File: src/rtl/dom1_skinny_masker_pkg.sv
// Shared types and constants for the first-order DOM SKINNY input/output masker.
// The watchdog (enabled with DOM1_SKINNY_WDT_EN) uses WDT_LIMIT and WDT_W.
package dom1_skinny_masker_pkg;

    localparam int BLK_W     = 128;
    localparam int WDT_LIMIT = 1024;
    localparam int WDT_W     = 11;

    typedef logic [BLK_W-1:0] blk_t;

    typedef enum logic [2:0] {
        IDLE   = 3'd0,
        MASK_S = 3'd1,
        MASK_K = 3'd2,
        MASK_R = 3'd3,
        START  = 3'd4,
        RUN    = 3'd5,
        OUT    = 3'd6
    } state_t;

endpackage

File: src/rtl/dom1_skinny_masker_if.sv
// Bundle of host request/response, randomness source and DOM-1 core connections.
// slave: the masker's view; master: the surrounding environment (host + core).
interface dom1_skinny_masker_if;
    import dom1_skinny_masker_pkg::*;

    logic in_valid;
    logic in_ready;
    blk_t pt;
    blk_t key;
    blk_t tweak;
    blk_t cnt;
    blk_t rnd_i;
    logic rnd_valid;
    blk_t sshi0;
    blk_t sshi1;
    blk_t kshi0;
    blk_t kshi1;
    blk_t ri;
    blk_t ti;
    blk_t cnti;
    logic core_rst;
    blk_t ssho0;
    blk_t ssho1;
    logic done;
    blk_t ct;
    logic out_valid;
    logic out_ready;
    logic err;

    modport slave (
        input  in_valid, pt, key, tweak, cnt, rnd_i, rnd_valid,
        input  ssho0, ssho1, done, out_ready,
        output in_ready, sshi0, sshi1, kshi0, kshi1, ri, ti, cnti,
        output core_rst, ct, out_valid, err
    );

    modport master (
        output in_valid, pt, key, tweak, cnt, rnd_i, rnd_valid,
        output ssho0, ssho1, done, out_ready,
        input  in_ready, sshi0, sshi1, kshi0, kshi1, ri, ti, cnti,
        input  core_rst, ct, out_valid, err
    );

endinterface

File: src/rtl/dom1_share_split.sv
// Splits a value into two registered Boolean shares: sh0 = mask, sh1 = value ^ mask.
// Shares update only on load and otherwise hold, so the core sees stable inputs.
module dom1_share_split
    import dom1_skinny_masker_pkg::*;
(
    input  logic clk,
    input  logic rst,
    input  logic load,
    input  blk_t value,
    input  blk_t mask,
    output blk_t sh0,
    output blk_t sh1
);

    blk_t sh0_reg;
    blk_t sh1_reg;
    blk_t masked_next;

    genvar gi;
    generate
        for (gi = 0; gi < BLK_W; gi++) begin : g_bit
            assign masked_next[gi] = value[gi] ^ mask[gi];
        end
    endgenerate

    always_ff @(posedge clk) begin
        if (rst) begin
            sh0_reg <= '0;
            sh1_reg <= '0;
        end else if (load) begin
            sh0_reg <= mask;
            sh1_reg <= masked_next;
        end
    end

    assign sh0 = sh0_reg;
    assign sh1 = sh1_reg;

endmodule

File: src/rtl/dom1_skinny_masker.sv
// Masks an unmasked SKINNY request into DOM-1 shares, starts the external core and
// unmasks its result. Optional RUN watchdog when DOM1_SKINNY_WDT_EN is defined.
module dom1_skinny_masker
    import dom1_skinny_masker_pkg::*;
(
    input  logic                 clk,
    input  logic                 rst,
    dom1_skinny_masker_if.slave  bus
);

    state_t state_reg;
    state_t state_next;

    blk_t pt_reg;
    blk_t key_reg;
    blk_t tweak_reg;
    blk_t cnt_reg;
    blk_t msk_s_reg;
    blk_t msk_k_reg;
    blk_t ri_reg;
    blk_t ti_reg;
    blk_t cnti_reg;
    blk_t ct_reg;
    logic first_run_reg;

    blk_t sshi0_w;
    blk_t sshi1_w;
    blk_t kshi0_w;
    blk_t kshi1_w;

    logic accept;
    logic take_s;
    logic take_k;
    logic leave_r;
    logic finish;
    logic wdt_expire;

    assign accept  = (state_reg == IDLE)   && bus.in_valid;
    assign take_s  = (state_reg == MASK_S) && bus.rnd_valid;
    assign take_k  = (state_reg == MASK_K) && bus.rnd_valid;
    assign leave_r = (state_reg == MASK_R) && bus.rnd_valid;
    // The core may still show a stale done from its previous run in the first RUN cycle.
    assign finish  = (state_reg == RUN) && !first_run_reg && bus.done;

    always_ff @(posedge clk) begin
        if (rst) begin
            state_reg <= IDLE;
        end else begin
            state_reg <= state_next;
        end
    end

    always_comb begin
        state_next = state_reg;
        case (state_reg)
            IDLE:    if (bus.in_valid)  state_next = MASK_S;
            MASK_S:  if (bus.rnd_valid) state_next = MASK_K;
            MASK_K:  if (bus.rnd_valid) state_next = MASK_R;
            MASK_R:  if (bus.rnd_valid) state_next = START;
            START:   state_next = RUN;
            RUN: begin
                if (finish)          state_next = OUT;
                else if (wdt_expire) state_next = IDLE;
            end
            OUT:     if (bus.out_ready) state_next = IDLE;
            default: state_next = IDLE;
        endcase
    end

    always_ff @(posedge clk) begin
        if (rst) begin
            pt_reg        <= '0;
            key_reg       <= '0;
            tweak_reg     <= '0;
            cnt_reg       <= '0;
            msk_s_reg     <= '0;
            msk_k_reg     <= '0;
            ri_reg        <= '0;
            ti_reg        <= '0;
            cnti_reg      <= '0;
            ct_reg        <= '0;
            first_run_reg <= 1'b0;
        end else begin
            first_run_reg <= (state_reg == START);
            if (accept) begin
                pt_reg    <= bus.pt;
                key_reg   <= bus.key;
                tweak_reg <= bus.tweak;
                cnt_reg   <= bus.cnt;
            end
            if (take_s) msk_s_reg <= bus.rnd_i;
            if (take_k) msk_k_reg <= bus.rnd_i;
            // Shares are formed this cycle from pt_reg/key_reg, so the plain copies can go.
            if (leave_r) begin
                ri_reg   <= bus.rnd_i;
                ti_reg   <= tweak_reg;
                cnti_reg <= cnt_reg;
                pt_reg   <= '0;
                key_reg  <= '0;
            end
            if (finish) ct_reg <= bus.ssho0 ^ bus.ssho1;
        end
    end

    dom1_share_split u_state_split (
        .clk   (clk),
        .rst   (rst),
        .load  (leave_r),
        .value (pt_reg),
        .mask  (msk_s_reg),
        .sh0   (sshi0_w),
        .sh1   (sshi1_w)
    );

    dom1_share_split u_key_split (
        .clk   (clk),
        .rst   (rst),
        .load  (leave_r),
        .value (key_reg),
        .mask  (msk_k_reg),
        .sh0   (kshi0_w),
        .sh1   (kshi1_w)
    );

`ifdef DOM1_SKINNY_WDT_EN
    logic [WDT_W-1:0] wdt_reg;
    logic             err_reg;

    // Expires on the WDT_LIMIT-th RUN cycle without an accepted done.
    assign wdt_expire = (state_reg == RUN) && !finish && (wdt_reg == WDT_W'(WDT_LIMIT - 1));

    always_ff @(posedge clk) begin
        if (rst) begin
            wdt_reg <= '0;
            err_reg <= 1'b0;
        end else begin
            err_reg <= wdt_expire;
            if (state_reg == RUN) wdt_reg <= wdt_reg + 1'b1;
            else                  wdt_reg <= '0;
        end
    end

    assign bus.err = err_reg;
`else
    assign wdt_expire = 1'b0;
    assign bus.err    = 1'b0;
`endif

    assign bus.in_ready  = (state_reg == IDLE) && !rst;
    assign bus.out_valid = (state_reg == OUT);
    assign bus.core_rst  = (state_reg == START);
    assign bus.ct        = ct_reg;
    assign bus.sshi0     = sshi0_w;
    assign bus.sshi1     = sshi1_w;
    assign bus.kshi0     = kshi0_w;
    assign bus.kshi1     = kshi1_w;
    assign bus.ri        = ri_reg;
    assign bus.ti        = ti_reg;
    assign bus.cnti      = cnti_reg;

endmodule

File: src/flat_wrapper.sv
// flat-port wrapper written by rule: the top's interface ports become plain ports
module dom1_skinny_masker_flat import dom1_skinny_masker_pkg::*;
  (clk, rst, bus_in_valid, bus_pt, bus_key, bus_tweak, bus_cnt, bus_rnd_i, bus_rnd_valid, bus_ssho0, bus_ssho1, bus_done, bus_out_ready, bus_in_ready, bus_sshi0, bus_sshi1, bus_kshi0, bus_kshi1, bus_ri, bus_ti, bus_cnti, bus_core_rst, bus_ct, bus_out_valid, bus_err);
  dom1_skinny_masker_if bus_i ();
  input  logic clk;
  input  logic rst;
  input wire logic [$bits(bus_i.in_valid)-1:0] bus_in_valid;
  input wire logic [$bits(bus_i.pt)-1:0] bus_pt;
  input wire logic [$bits(bus_i.key)-1:0] bus_key;
  input wire logic [$bits(bus_i.tweak)-1:0] bus_tweak;
  input wire logic [$bits(bus_i.cnt)-1:0] bus_cnt;
  input wire logic [$bits(bus_i.rnd_i)-1:0] bus_rnd_i;
  input wire logic [$bits(bus_i.rnd_valid)-1:0] bus_rnd_valid;
  input wire logic [$bits(bus_i.ssho0)-1:0] bus_ssho0;
  input wire logic [$bits(bus_i.ssho1)-1:0] bus_ssho1;
  input wire logic [$bits(bus_i.done)-1:0] bus_done;
  input wire logic [$bits(bus_i.out_ready)-1:0] bus_out_ready;
  output wire logic [$bits(bus_i.in_ready)-1:0] bus_in_ready;
  output wire logic [$bits(bus_i.sshi0)-1:0] bus_sshi0;
  output wire logic [$bits(bus_i.sshi1)-1:0] bus_sshi1;
  output wire logic [$bits(bus_i.kshi0)-1:0] bus_kshi0;
  output wire logic [$bits(bus_i.kshi1)-1:0] bus_kshi1;
  output wire logic [$bits(bus_i.ri)-1:0] bus_ri;
  output wire logic [$bits(bus_i.ti)-1:0] bus_ti;
  output wire logic [$bits(bus_i.cnti)-1:0] bus_cnti;
  output wire logic [$bits(bus_i.core_rst)-1:0] bus_core_rst;
  output wire logic [$bits(bus_i.ct)-1:0] bus_ct;
  output wire logic [$bits(bus_i.out_valid)-1:0] bus_out_valid;
  output wire logic [$bits(bus_i.err)-1:0] bus_err;
  assign bus_i.in_valid = bus_in_valid;
  assign bus_i.pt = bus_pt;
  assign bus_i.key = bus_key;
  assign bus_i.tweak = bus_tweak;
  assign bus_i.cnt = bus_cnt;
  assign bus_i.rnd_i = bus_rnd_i;
  assign bus_i.rnd_valid = bus_rnd_valid;
  assign bus_i.ssho0 = bus_ssho0;
  assign bus_i.ssho1 = bus_ssho1;
  assign bus_i.done = bus_done;
  assign bus_i.out_ready = bus_out_ready;
  assign bus_in_ready = bus_i.in_ready;
  assign bus_sshi0 = bus_i.sshi0;
  assign bus_sshi1 = bus_i.sshi1;
  assign bus_kshi0 = bus_i.kshi0;
  assign bus_kshi1 = bus_i.kshi1;
  assign bus_ri = bus_i.ri;
  assign bus_ti = bus_i.ti;
  assign bus_cnti = bus_i.cnti;
  assign bus_core_rst = bus_i.core_rst;
  assign bus_ct = bus_i.ct;
  assign bus_out_valid = bus_i.out_valid;
  assign bus_err = bus_i.err;
  dom1_skinny_masker u_core (.clk(clk), .rst(rst), .bus(bus_i));
endmodule
File: config.mk
export PLATFORM = sky130hd
export DESIGN_NAME = dom1_skinny_masker_flat
export DESIGN_NICKNAME = d
export VERILOG_FILES = /design/src/rtl/dom1_skinny_masker_pkg.sv /design/src/rtl/dom1_skinny_masker_if.sv /design/src/rtl/dom1_share_split.sv /design/src/rtl/dom1_skinny_masker.sv /design/src/flat_wrapper.sv
export SDC_FILE = /design/constraint.sdc
export NUM_CORES = 2
export LEC_CHECK = 0
export BUFFER_PORTS_ARGS = -buffer_cell sky130_fd_sc_hd__buf_2
export CAP_MARGIN = 20
export CORE_AREA = 2 2 761 763
export DETAILED_ROUTE_END_ITERATION = 10
export DIE_AREA = 0 0 763 765
export PLACE_DENSITY = 0.38
export SETUP_SLACK_MARGIN = 0.02
export SLEW_MARGIN = 20
export SYNTH_ARGS = -nofsm -noshare
export SYNTH_HDL_FRONTEND = slang
export SYNTH_SLANG_ARGS = --single-unit
File: constraint.sdc
create_clock -name clk -period 2.1 [get_ports clk]
set_input_delay 0.315 -clock clk [delete_from_list [all_inputs] [get_ports clk]]
set_output_delay 0.315 -clock clk [all_outputs]
set_load 0.01 [all_outputs]
==> results.tsv <==
stage	metric	value	unit
outcome	status	complete, but fails checks	
outcome	violations	negative setup slack	
synthesis	ys_seq_elements	1796	
worst_hold_path	holdPathStages	3	
timing	worstMarginPinSlew	1090	ps
pwr	pwr-share-seq	0.412	
synthesis	syn_area	65300	µm²
grt	grt.overflow.total	0	
pwr	sw_frac_of_total	0.273	
floorplanning	die_width	763	µm
critical_path	crit_type	flip-flop to flip-flop	
timing	slew_headroom	0.274	
timing	rsz0062_at_grt	true	
drt	drtAntennaViolNets	0	
critical_path	rr_endpoint	u_core.pt_reg[122]$_SDFFE_PP0P_	
grt	grt_antenna_before_repair	160	
timing	finalWorstSetupSlack	-209	ps
cts	clk_pin_slew	60	ps
drt	drt-pass1-iter-count	6	
floorplanning	rows	279	
critical_path	worstPathRequired	2850	ps
pwr	internal_power	0.0637	W
pwr	leakage	40.5	nW
drt	vias	66419	
critical_path	crit_slowest_cell	or4b_4	
critical_path	rrSetupSlack	-210	ps
timing	fin_crit_sh	1.10	
drt	avgRoutedWirePerCell	24.1	µm
layout	finalNetCount	11644	
synthesis	syn_avg_cell_area	8.35	µm²
layout	final_common_cell	nand2_1	
run	cap_violations	0	
synthesis	yosys_warnings	0	
synthesis	synth_xor_area_frac	0.0515	
layout	post_route_cells_drive_above_1_share	0.279	
synthesis	synth.area.mux_share	0	
timing	hold-worst-slack	80.6	ps
synthesis	synth_edf_count	0	
cts	cts_tree	built	
critical_path	start_kind	flip-flop	
synthesis	ys_seq_area_frac	0.550	
synthesis	synth_compound_area_frac	0.170	
cts	cts_buffers	226	
drt	drt-total-wl	448000	µm
floorplanning	die_h	765	µm
critical_path	worstSetupEndpointType	flip-flop	
layout	finalInstanceArea	107000	µm²
critical_path	crit_fanout	8	
pwr	p_switching	0.0239	W
floorplanning	io_pins	1930	
pwr	ir_worst_vdd	0.657	mV
drt	dr.first_iter.drc_count	3874	
floorplanning	dieArea	584000	µm²
synthesis	synth-simple-area-share	0.179	
synthesis	synth.net_count	8726	
drt	drcViolationCount	0	
worst_hold_path	hold_start	rst	
synthesis	synth_top_family_by_area	simple AND/OR/NAND/NOR gates	
critical_path	ff2ff_path_depth	10	
critical_path	crit_chain	buf_6, buf_6, or4b_4, buf_6, buf_16, buf_16, buf_12, clkbuf_16, nand2_1, a21oi_1	
layout	syn_to_final_growth	64.2	%
worst_hold_path	hold-path-endpoint	u_core.bus.ct[75]$_SDFFE_PP0P_	
layout	layout_common_cells	nand2_1, buf_2, dfxtp_1	
synthesis	ys_types	30	
synthesis	ys.flop_type	dfxtp_1	
cts	cts-root-buf	clkbuf_16	
pwr	clkPwrFrac	0.465	
critical_path	r2r_start	u_core.state_reg[1]$_SDFFE_PP0P_	
grt	grtUsageTotal	0.134	
cts	cts_buffer_depth	4	
critical_path	crit_path_frequent_cell	buf_6	
placed_design	hpwl	318000	µm
floorplanning	start_util	0.113	
placed_design	dpl_cell_area	84800	µm²
cts	cts_max_level	4	
placed_design	place.gp.congestion	0.835	
critical_path	cp_slowest_stage_delay	550	ps
grt	grt_max_degree	140	
grt	first_global_vias	63151	
placed_design	port-buffer-count	1928	
pwr	power.density	817	nW/µm²
timing	setup_viol	395	
pwr	share_comb_of_total_power	0.124	
critical_path	crit_arrival	3060	ps
worst_hold_path	hp-class	primary input to flip-flop	
synthesis	synthArstFlopShare	0	
timing	fin_crit	2310	ps
synthesis	synthCells	7824	
timing	finalHoldViolations	0	
pwr	total_power	0.0876	W
timing	skew	91.2	ps
grt	grt_pass1_wl	549000	µm
cts	insertion_delay	940	ps
synthesis	synthAdderAreaFrac	0	
timing	fmax	0.433	GHz
drt	avgViaCountPerCell	3.58	
timing	maxSlewViolCount	0	
cts	cts.sinks	1796	
layout	final_util	0.186	
floorplanning	core	576000	µm²
## stage by stage
| step | setup slack (ps) | instances | TNS (ps) |
|---|---|---|---|
| 6_report | -209 | 18565 | -26290 |
| 3_3_place_gp | -377 | 16974 | -92670 |
| 2_1_floorplan | 539 | 7824 | 0 |
| 5_1_grt | -250 | 18537 | -53980 |
| 3_5_place_dp | -339 | 16974 | -78450 |
| 4_1_cts | -242 | 18328 | -1360 |
## cell type report
class / count / area (µm²)
Antenna cell: 57 / 143
Timing Repair Buffer: 3306 / 26900
Clock inverter: 74 / 966
Inverter: 2 / 7.51
Sequential cell: 1796 / 36000
Tap cell: 7587 / 9490
Fill cell: 65007 / 468000
Clock buffer: 333 / 6620
Multi-Input combinational cell: 5410 / 27200
## how the worst max path moves through the flow
stage,startpoint,to,slack [ps],depth (start not counted)
3_5_place_dp,u_core.state_reg[2]$_SDFFE_PP0P_,u_core.tweak_reg[8]$_SDFFE_PP0P_,-340,6
3_3_place_gp,u_core.state_reg[2]$_SDFFE_PP0P_,u_core.tweak_reg[8]$_SDFFE_PP0P_,-380,6
6_report,u_core.state_reg[1]$_SDFFE_PP0P_,u_core.pt_reg[122]$_SDFFE_PP0P_,-210,10
4_1_cts,u_core.state_reg[0]$_SDFFE_PP0P_,bus_in_ready,-240,2
5_1_grt,u_core.state_reg[1]$_SDFFE_PP0P_,u_core.pt_reg[122]$_SDFFE_PP0P_,-250,10
2_1_floorplan,u_core.state_reg[1]$_SDFFE_PP0P_,u_core.key_reg[103]$_SDFFE_PP0P_,540,7
## metal layers
layer  GRT usage  wire (µm)  vias up
met5           0        664        -
met4      0.0387      14000      106
met3      0.0459      34400      632
met2       0.231     217000     2029
met1       0.158     181000    32048
li1            -          -    31604
## synthesized netlist by cell type (2+ instances only)
master | count | area share
a211oi_1 | 284 | 0.033
a211oi_2 | 100 | 0.019
a21oi_1 | 1539 | 0.12
and4bb_2 | 2 | 0.00038
buf_1 | 4 | 0.00023
buf_2 | 316 | 0.024
buf_4 | 12 | 0.0014
buf_6 | 55 | 0.0095
clkbuf_1 | 229 | 0.013
dfxtp_1 | 1796 | 0.55
inv_1 | 2 | 0.00011
nand2_1 | 2818 | 0.16
nand4bb_1 | 2 | 0.00034
nor2_1 | 261 | 0.015
nor2b_1 | 3 | 0.00029
o21ai_0 | 4 | 0.00031
xnor2_1 | 384 | 0.051
## cell families (layout without fill, tap and decap cells)
logic type	Yosys count	after routing
xor gates and xnor gates	384	384
AOI/OAI and AO/OA	1929	1929
other	1	58
and+or+nand+nor	3096	3096
buffers and inverters	618	3715
DFF	1796	1796
## power groups by stage
stage | registers (W) | clock network (W) | logic [W]
after floorplan | 0.0365 | 0 | 0.00365
after global placement | 0.0367 | 0 | 0.00737
after detailed placement | 0.0368 | 0 | 0.00738
after CTS | 0.0360 | 0.0420 | 0.00958
after global routing | 0.0362 | 0.0431 | 0.0116
final | 0.0360 | 0.0407 | 0.0108
## what timing repair did
action / in CTS / in global routing
hold buffers: 918 / 0
endpoints found under the setup margin: 537 / 685
setup buffers: 16 / 79
pin swaps: 7 / 130
resized for setup: 117 / 319
cloned: 14 / 108
endpoints found under the hold margin: 1081 / 0
## critical path, delay by kind of cell, from the launching register on
kind | cells | cell delay (ps)
compound gates | 1 | 60
flops | 1 | 370
buf+inv | 7 | 1050
simple gates | 2 | 620
(Power assumes the default switching activity.)
